[config.mk]
export PLATFORM = sky130hd
export DESIGN_NAME = sad_disparity_engine_flat
export DESIGN_NICKNAME = d
export VERILOG_FILES = /design/src/rtl/sad_disparity_engine_pkg.sv /design/src/rtl/sad_disparity_engine_if.sv /design/src/rtl/sad_disparity_engine_window_cost.sv /design/src/rtl/sad_disparity_engine.sv /design/src/flat_wrapper.sv
export SDC_FILE = /design/constraint.sdc
export NUM_CORES = 2
export LEC_CHECK = 0
export BUFFER_PORTS_ARGS = -buffer_cell sky130_fd_sc_hd__buf_4
export CAP_MARGIN = 20
export CORE_ASPECT_RATIO = 0.8
export CORE_MARGIN = 2
export CORE_UTILIZATION = 40
export DETAILED_ROUTE_END_ITERATION = 10
export GPL_TIMING_DRIVEN = 0
export HOLD_SLACK_MARGIN = 0.06
export PLACE_DENSITY_LB_ADDON = 0.15
export SLEW_MARGIN = 30
export SYNTH_ARGS = -nofsm -noshare
export SYNTH_HDL_FRONTEND = slang
export SYNTH_HIERARCHICAL = 1
export SYNTH_SLANG_ARGS = --single-unit
export TNS_END_PERCENT = 1
[constraint.sdc]
create_clock -name clk_in -period 9.14 [get_ports clk_in]
set_input_delay 0.457 -clock clk_in [delete_from_list [all_inputs] [get_ports clk_in]]
set_output_delay 0.457 -clock clk_in [all_outputs]
set_load 0.02 [all_outputs]
[src/rtl/sad_disparity_engine_pkg.sv]
// Shared types and elaboration-time helpers for the SAD stereo disparity engine.
// Package sad_pkg: window cost width, engine state encoding, depth table entries.
package sad_pkg;

    typedef enum logic [1:0] {
        IDLE   = 2'd0,
        SEARCH = 2'd1,
        EMIT   = 2'd2
    } sad_state_e;

    // Bits needed to hold kernel_width^2 absolute differences without overflow.
    function automatic int cost_w(input int kernel_width, input int pixel_w);
        return pixel_w + $clog2(kernel_width * kernel_width);
    endfunction

    // One entry of the disparity-to-depth table, floor of d*255/max_disparity.
    function automatic logic [7:0] depth_entry(input int d, input int max_disparity);
        int scaled;
        scaled = (d * 32'sd255) / max_disparity;
        return scaled[7:0];
    endfunction

endpackage

[src/rtl/sad_disparity_engine_if.sv]
// Column-in / depth-out bus of the SAD disparity engine.
// cost_out exists only when SAD_COST_OUT_EN is defined.
interface sad_disparity_engine_if #(
    parameter int KERNEL_WIDTH = 3,
    parameter int PIXEL_W      = 8,
    parameter int HCOUNT_W     = 10,
    parameter int VCOUNT_W     = 9
);
    import sad_pkg::*;

    logic [KERNEL_WIDTH*PIXEL_W-1:0] left_data_in;
    logic [KERNEL_WIDTH*PIXEL_W-1:0] right_data_in;
    logic [HCOUNT_W-1:0]             hcount_in;
    logic [VCOUNT_W-1:0]             vcount_in;
    logic                            data_valid_in;
    logic                            ready_out;
    logic                            data_valid_out;
    logic [HCOUNT_W-1:0]             hcount_out;
    logic [VCOUNT_W-1:0]             vcount_out;
    logic [7:0]                      line_out;
    logic                            warmup_out;
`ifdef SAD_COST_OUT_EN
    localparam int COST_W = cost_w(KERNEL_WIDTH, PIXEL_W);
    logic [COST_W-1:0]               cost_out;
`endif

    modport slave (
`ifdef SAD_COST_OUT_EN
        output cost_out,
`endif
        input  left_data_in, right_data_in, hcount_in, vcount_in, data_valid_in,
        output ready_out, data_valid_out, hcount_out, vcount_out, line_out, warmup_out
    );

    modport master (
`ifdef SAD_COST_OUT_EN
        input  cost_out,
`endif
        output left_data_in, right_data_in, hcount_in, vcount_in, data_valid_in,
        input  ready_out, data_valid_out, hcount_out, vcount_out, line_out, warmup_out
    );

endinterface

[src/rtl/sad_disparity_engine_window_cost.sv]
// Combinational sum of absolute differences over a KERNEL_WIDTH x KERNEL_WIDTH window pair.
module sad_window_cost
    import sad_pkg::*;
#(
    parameter int  KERNEL_WIDTH = 3,
    parameter int  PIXEL_W      = 8,
    localparam int COST_W       = cost_w(KERNEL_WIDTH, PIXEL_W)
) (
    input  logic [PIXEL_W-1:0] left_win  [KERNEL_WIDTH][KERNEL_WIDTH],
    input  logic [PIXEL_W-1:0] right_win [KERNEL_WIDTH][KERNEL_WIDTH],
    output logic [COST_W-1:0]  cost
);

    logic [PIXEL_W-1:0] diff_s;
    logic [COST_W-1:0]  sum_s;

    // Unsigned |a-b| per pixel, accumulated at full cost width.
    always_comb begin
        diff_s = '0;
        sum_s  = '0;
        for (int c = 0; c < KERNEL_WIDTH; c++) begin
            for (int r = 0; r < KERNEL_WIDTH; r++) begin
                diff_s = (left_win[c][r] > right_win[c][r]) ?
                         (left_win[c][r] - right_win[c][r]) :
                         (right_win[c][r] - left_win[c][r]);
                sum_s  = sum_s + COST_W'(diff_s);
            end
        end
    end

    assign cost = sum_s;

endmodule

[src/rtl/sad_disparity_engine.sv]
// Streaming SAD block-matching engine: one column in, disparities 0..MAX_DISPARITY searched, one depth out.
// Define SAD_COST_OUT_EN to expose the winning cost on cost_out.
module sad_disparity_engine
    import sad_pkg::*;
#(
    parameter int KERNEL_WIDTH  = 3,
    parameter int MAX_DISPARITY = 10,
    parameter int PIXEL_W       = 8,
    parameter int HCOUNT_W      = 10,
    parameter int VCOUNT_W      = 9
) (
    input logic                   clk_in,
    input logic                   rst_in,
    sad_disparity_engine_if.slave bus
);

    localparam int COST_W     = cost_w(KERNEL_WIDTH, PIXEL_W);
    localparam int RIGHT_COLS = KERNEL_WIDTH + MAX_DISPARITY;
    localparam int D_W        = $clog2(MAX_DISPARITY + 1);
    localparam int IDX_W      = $clog2(RIGHT_COLS);
    localparam int CNT_W      = $clog2(RIGHT_COLS + 1);

    sad_state_e          state_r, state_next_s;
    logic [PIXEL_W-1:0]  left_cache_r  [KERNEL_WIDTH][KERNEL_WIDTH];
    logic [PIXEL_W-1:0]  right_cache_r [RIGHT_COLS][KERNEL_WIDTH];
    logic [PIXEL_W-1:0]  left_col_s    [KERNEL_WIDTH];
    logic [PIXEL_W-1:0]  right_col_s   [KERNEL_WIDTH];
    logic [PIXEL_W-1:0]  right_win_s   [KERNEL_WIDTH][KERNEL_WIDTH];
    logic [D_W-1:0]      d_r, best_d_r, best_d_next_s;
    logic [COST_W-1:0]   best_cost_r, best_cost_next_s, cost_s;
    logic [CNT_W-1:0]    col_cnt_r, col_cnt_next_s;
    logic [HCOUNT_W-1:0] hcount_r, hcount_out_r;
    logic [VCOUNT_W-1:0] vcount_r, vcount_out_r;
    logic [7:0]          line_out_r;
    logic                warm_r, warmup_out_r, valid_out_r, ready_r;
    logic                accept_s, row_start_s, last_cand_s, load_out_s;
    logic [7:0]          depth_lut_s [MAX_DISPARITY+1];

    for (genvar gi = 0; gi <= MAX_DISPARITY; gi++) begin : g_depth_lut
        assign depth_lut_s[gi] = depth_entry(gi, MAX_DISPARITY);
    end

    // Unpack the incoming columns (element 0 = top row in the low bits) and slice the right cache at d.
    always_comb begin
        for (int r = 0; r < KERNEL_WIDTH; r++) begin
            left_col_s[r]  = bus.left_data_in[r*PIXEL_W +: PIXEL_W];
            right_col_s[r] = bus.right_data_in[r*PIXEL_W +: PIXEL_W];
        end
        for (int c = 0; c < KERNEL_WIDTH; c++) begin
            for (int r = 0; r < KERNEL_WIDTH; r++) begin
                right_win_s[c][r] = right_cache_r[IDX_W'(c) + IDX_W'(d_r)][r];
            end
        end
    end

    sad_window_cost #(
        .KERNEL_WIDTH (KERNEL_WIDTH),
        .PIXEL_W      (PIXEL_W)
    ) u_window_cost (
        .left_win  (left_cache_r),
        .right_win (right_win_s),
        .cost      (cost_s)
    );

    // Handshake, row bookkeeping and running best-match selection.
    always_comb begin
        accept_s         = 1'b0;
        row_start_s      = 1'b0;
        col_cnt_next_s   = col_cnt_r;
        last_cand_s      = 1'b0;
        best_cost_next_s = best_cost_r;
        best_d_next_s    = best_d_r;
        accept_s    = bus.data_valid_in && ready_r && (state_r == IDLE);
        row_start_s = (bus.hcount_in == '0);
        last_cand_s = (d_r == D_W'(MAX_DISPARITY));
        if (row_start_s) begin
            col_cnt_next_s = CNT_W'(1);
        end else if (col_cnt_r < CNT_W'(RIGHT_COLS)) begin
            col_cnt_next_s = col_cnt_r + CNT_W'(1);
        end else begin
            col_cnt_next_s = col_cnt_r;
        end
        // Strict compare: ties keep the smaller disparity found earlier.
        if (cost_s < best_cost_r) begin
            best_cost_next_s = cost_s;
            best_d_next_s    = d_r;
        end else begin
            best_cost_next_s = best_cost_r;
            best_d_next_s    = best_d_r;
        end
    end

    // FSM next-state logic.
    always_comb begin
        state_next_s = state_r;
        load_out_s   = 1'b0;
        case (state_r)
            IDLE: begin
                if (accept_s) state_next_s = SEARCH;
                else          state_next_s = IDLE;
            end
            SEARCH: begin
                if (last_cand_s) begin
                    state_next_s = EMIT;
                    load_out_s   = 1'b1;
                end else begin
                    state_next_s = SEARCH;
                end
            end
            EMIT:    state_next_s = IDLE;
            default: state_next_s = IDLE;
        endcase
    end

    // FSM state register and registered ready.
    always_ff @(posedge clk_in or negedge rst_in) begin
        if (!rst_in) begin
            state_r <= IDLE;
            ready_r <= 1'b1;
        end else begin
            state_r <= state_next_s;
            ready_r <= (state_next_s == IDLE);
        end
    end

    // Column caches: shift on accept, zero the history at a row start.
    always_ff @(posedge clk_in or negedge rst_in) begin
        if (!rst_in) begin
            for (int c = 0; c < KERNEL_WIDTH; c++)
                for (int r = 0; r < KERNEL_WIDTH; r++) left_cache_r[c][r] <= '0;
            for (int c = 0; c < RIGHT_COLS; c++)
                for (int r = 0; r < KERNEL_WIDTH; r++) right_cache_r[c][r] <= '0;
        end else if (accept_s) begin
            for (int r = 0; r < KERNEL_WIDTH; r++) begin
                left_cache_r[0][r]  <= left_col_s[r];
                right_cache_r[0][r] <= right_col_s[r];
            end
            for (int c = 1; c < KERNEL_WIDTH; c++)
                for (int r = 0; r < KERNEL_WIDTH; r++)
                    left_cache_r[c][r] <= row_start_s ? '0 : left_cache_r[c-1][r];
            for (int c = 1; c < RIGHT_COLS; c++)
                for (int r = 0; r < KERNEL_WIDTH; r++)
                    right_cache_r[c][r] <= row_start_s ? '0 : right_cache_r[c-1][r];
        end
    end

    // Search state: candidate index, best match, row column counter, captured coordinates.
    always_ff @(posedge clk_in or negedge rst_in) begin
        if (!rst_in) begin
            d_r         <= '0;
            best_d_r    <= '0;
            best_cost_r <= '0;
            col_cnt_r   <= '0;
            warm_r      <= 1'b0;
            hcount_r    <= '0;
            vcount_r    <= '0;
        end else if (accept_s) begin
            d_r         <= '0;
            best_d_r    <= '0;
            best_cost_r <= '1;
            col_cnt_r   <= col_cnt_next_s;
            warm_r      <= (col_cnt_next_s < CNT_W'(RIGHT_COLS));
            hcount_r    <= bus.hcount_in;
            vcount_r    <= bus.vcount_in;
        end else if (state_r == SEARCH) begin
            best_d_r    <= best_d_next_s;
            best_cost_r <= best_cost_next_s;
            if (!last_cand_s) d_r <= d_r + D_W'(1);
        end
    end

    // Result registers: loaded on the final candidate so they are valid during EMIT, held afterwards.
    always_ff @(posedge clk_in or negedge rst_in) begin
        if (!rst_in) begin
            valid_out_r  <= 1'b0;
            line_out_r   <= '0;
            hcount_out_r <= '0;
            vcount_out_r <= '0;
            warmup_out_r <= 1'b0;
        end else begin
            valid_out_r <= load_out_s;
            if (load_out_s) begin
                line_out_r   <= depth_lut_s[best_d_next_s];
                hcount_out_r <= hcount_r;
                vcount_out_r <= vcount_r;
                warmup_out_r <= warm_r;
            end
        end
    end

`ifdef SAD_COST_OUT_EN
    logic [COST_W-1:0] cost_out_r;

    // Winning cost, updated alongside the other result registers.
    always_ff @(posedge clk_in or negedge rst_in) begin
        if (!rst_in) begin
            cost_out_r <= '0;
        end else if (load_out_s) begin
            cost_out_r <= best_cost_next_s;
        end
    end

    assign bus.cost_out = cost_out_r;
`endif

    assign bus.ready_out      = ready_r;
    assign bus.data_valid_out = valid_out_r;
    assign bus.line_out       = line_out_r;
    assign bus.hcount_out     = hcount_out_r;
    assign bus.vcount_out     = vcount_out_r;
    assign bus.warmup_out     = warmup_out_r;

endmodule

[src/flat_wrapper.sv]
// flat-port wrapper written by rule: the top's interface ports become plain ports
module sad_disparity_engine_flat import sad_pkg::*;
#(
    parameter int KERNEL_WIDTH  = 3,
    parameter int MAX_DISPARITY = 10,
    parameter int PIXEL_W       = 8,
    parameter int HCOUNT_W      = 10,
    parameter int VCOUNT_W      = 9
)
  (clk_in, rst_in, bus_left_data_in, bus_right_data_in, bus_hcount_in, bus_vcount_in, bus_data_valid_in, bus_ready_out, bus_data_valid_out, bus_hcount_out, bus_vcount_out, bus_line_out, bus_warmup_out);
  sad_disparity_engine_if #(.KERNEL_WIDTH(KERNEL_WIDTH), .PIXEL_W(PIXEL_W), .HCOUNT_W(HCOUNT_W), .VCOUNT_W(VCOUNT_W)) bus_i ();
  input logic clk_in;
  input logic rst_in;
  input wire logic [$bits(bus_i.left_data_in)-1:0] bus_left_data_in;
  input wire logic [$bits(bus_i.right_data_in)-1:0] bus_right_data_in;
  input wire logic [$bits(bus_i.hcount_in)-1:0] bus_hcount_in;
  input wire logic [$bits(bus_i.vcount_in)-1:0] bus_vcount_in;
  input wire logic [$bits(bus_i.data_valid_in)-1:0] bus_data_valid_in;
  output wire logic [$bits(bus_i.ready_out)-1:0] bus_ready_out;
  output wire logic [$bits(bus_i.data_valid_out)-1:0] bus_data_valid_out;
  output wire logic [$bits(bus_i.hcount_out)-1:0] bus_hcount_out;
  output wire logic [$bits(bus_i.vcount_out)-1:0] bus_vcount_out;
  output wire logic [$bits(bus_i.line_out)-1:0] bus_line_out;
  output wire logic [$bits(bus_i.warmup_out)-1:0] bus_warmup_out;
  assign bus_i.left_data_in = bus_left_data_in;
  assign bus_i.right_data_in = bus_right_data_in;
  assign bus_i.hcount_in = bus_hcount_in;
  assign bus_i.vcount_in = bus_vcount_in;
  assign bus_i.data_valid_in = bus_data_valid_in;
  assign bus_ready_out = bus_i.ready_out;
  assign bus_data_valid_out = bus_i.data_valid_out;
  assign bus_hcount_out = bus_i.hcount_out;
  assign bus_vcount_out = bus_i.vcount_out;
  assign bus_line_out = bus_i.line_out;
  assign bus_warmup_out = bus_i.warmup_out;
  sad_disparity_engine #(.KERNEL_WIDTH(KERNEL_WIDTH), .MAX_DISPARITY(MAX_DISPARITY), .PIXEL_W(PIXEL_W), .HCOUNT_W(HCOUNT_W), .VCOUNT_W(VCOUNT_W)) u_core (.clk_in(clk_in), .rst_in(rst_in), .bus(bus_i));
endmodule
==> results.ini <==
[setup_path]
cp-startpoint=u_core/d_r[0]
crit_top_cell=buf_12
startpoint_type=flop
cp.arrival_ps=10520
reg2reg_from=u_core/d_r[0]
path_class=flop to flop
cpPeakStageDelay_ps=550
required_ps=9710
end_kind=flop
slowest_stage=fa_1
crit_fanout=10

[route]
antenna_left=0
vias=28409
remaining_drc_errors=0
drt_wl_total_mm=124
wl_per_cell_um=25.2
via_per_inst=5.74
drt-initial-drc-count=3462
first_pass_iters=5

[synthesis]
postSynthAreaPerCell_um2=9.34
yosys_warnings=6
yosysSeqAreaShare_pct=35.0
synthArstFlopShare_pct=100
synth_nets=3818
ys_seq_elements=459
ys.flop_type=dfrtp_1
synth_edf_count=0
synth.distinct_cells=76
syn_inst=3510
syn_area_um2=32800

[cells_and_area]
layout_commonest_cell=nand2_1
drive_above_1_share_pct=19.9
post-route-util_pct=48.7
nets=4122
mostFrequentLayoutCells=nand2_1, dfrtp_1, o21ai_0
syn2layout_area_growth_pct=20.2
fillers=7667

[hold_path]
min_from=bus_right_data_in[7]
min-delay-path-class=input pin to flop

[placed_design]
dp_hpwl_mm=97.3
globalplace.congestion=1.01
portBuffers=99
dp_slack_ps=-2280

[clocking]
cts_tree=yes
root_buffer=clkbuf_16
htree_levels=2
cts_buffers=53
cts.clk_slew.worst_paths_ps=60
cts_sinks=459
clock_latency_ps=660
cts_buffer_depth=3

[floorplan]
rows=93
core_um2=80900
dieArea_um2=84300
fp.dieW_um=324
io_pins=100
initial_core_util_pct=40.5
die_h_um=260

[timing]
period_minus_slack_ps=9950
finClkSkew_ps=39.9
period_share_pct=109
fmax_mhz=101
slew_viol_final=0
finalHoldViolCount=0
rsz0062_at_grt=yes
worst_pin_slew_ps=1050
final.setup.tns_ps=-13310
max_slew_margin_pct=29.9
hold_slack_ps=100
setup_ws_ps=-810
setup_viol=23

[global_route]
grt_pass1_vias=27206
grt_max_degree=82
grtUsageTotal_pct=29.8
grt_overflow_total=0
antenna_found_initial=1
grt_pass1_wl_mm=185

[outcome]
violations=negative setup slack
status=complete, but fails checks

[job]
drv_cap=0

-- metrics by stage --
| stage | instances | area (µm²) |
|---|---|---|
| CTS | 4925 | 39100 |
| global placement | 4701 | 35000 |
| detailed placement | 4708 | 35200 |
| finish | 4949 | 39400 |
| global route | 4948 | 39400 |
| floorplan | 3510 | 32900 |
-- area by class of cell --
type,instances,area (µm²),area share (%)
Antenna cell,1,2.50,0.00635
Tap cell,1092,1370,3.47
Sequential cell,459,11500,29.2
Multi-Input combinational cell,2558,20200,51.2
Clock buffer,75,1510,3.83
Inverter,256,965,2.45
Buffer,233,1280,3.25
Timing Repair Buffer,253,2280,5.78
Clock inverter,22,344,0.873
-- state kept, by name, indices dropped and copies added, names as in the netlist --
register and flops:
u_core/best_cost_r 12, u_core/best_d_r 4, u_core/bus.data_valid_out 1, u_core/bus.hcount_out 10, u_core/bus.line_out 7, u_core/bus.ready_out 1, u_core/bus.vcount_out 9, u_core/bus.warmup_out 1
u_core/col_cnt_r 4, u_core/d_r 4, u_core/hcount_r 10, u_core/left_cache_r 72, u_core/right_cache_r 312, u_core/state_r 2, u_core/vcount_r 9, u_core/warm_r 1
-- final timing paths --
path / to / slack (ps) / cells past startpoint
worst max-delay path: u_core/bus.line_out[0] / -810 / 44
worst min register to register: u_core/vcount_r[5] / 470 / 2
worst min-delay path: u_core/right_cache_r[311] / 100 / 3
worst max register to register: u_core/bus.line_out[0] / -810 / 44
min in group asynchronous: u_core/left_cache_r[13] / 340 / 2
max in group asynchronous: u_core/right_cache_r[250] / 7620 / 4
-- per-layer routing --
layer,share of wire [%],global-route usage [%]
met1,44,43.7
met2,41,42.3
met3,11,8.98
met4,3.3,8.32
met5,0.011,0
-- cells in the mapped netlist (20+ instances only) --
cell | n | area (µm²)
nand2_1 | 991 | 3720
dfrtp_1 | 458 | 11500
o21ai_0 | 440 | 2200
inv_1 | 256 | 961
mux4_2 | 216 | 4860
ha_1 | 166 | 2080
clkbuf_1 | 138 | 518
a21oi_1 | 137 | 686
mux2i_1 | 105 | 1050
buf_2 | 75 | 375
fa_1 | 72 | 1440
nor2_1 | 52 | 195
a22oi_1 | 48 | 360
xnor2_1 | 46 | 403
a221o_1 | 24 | 240
mux2_2 | 22 | 248
xor2_1 | 20 | 175
-- kinds of logic after synthesis --
logic type      count (synthesis)  share of synthesized area [%]
flops                         459                           35.0
mux                           347                           18.9
compound gates                776                           13.8
xor+xnor                       67                           1.81
simple gates                 1130                           13.7
fa+ha+maj                     238                           10.7
buf+inv                       493                           6.04
-- critical path, delay by kind of cell, from the launching register on --
kind            cells  cell delay (ps)
flops               1              370
compound gates     13             1950
mux                 4             1090
simple gates        4              720
buf+inv            11             1440
fa+ha+maj          10             3910
xor+xnor            2              380
-- timing repair --
item	CTS	global route
hold buffers	67	0
endpoints found under the hold margin	116	0
gates resized for setup	211	45
buffers inserted	57	22
setup endpoints to repair	23	23
pin swaps	57	43
Power is not shown: default switching activity piles up to over one toggle a cycle in this logic, so the estimate is an artifact.
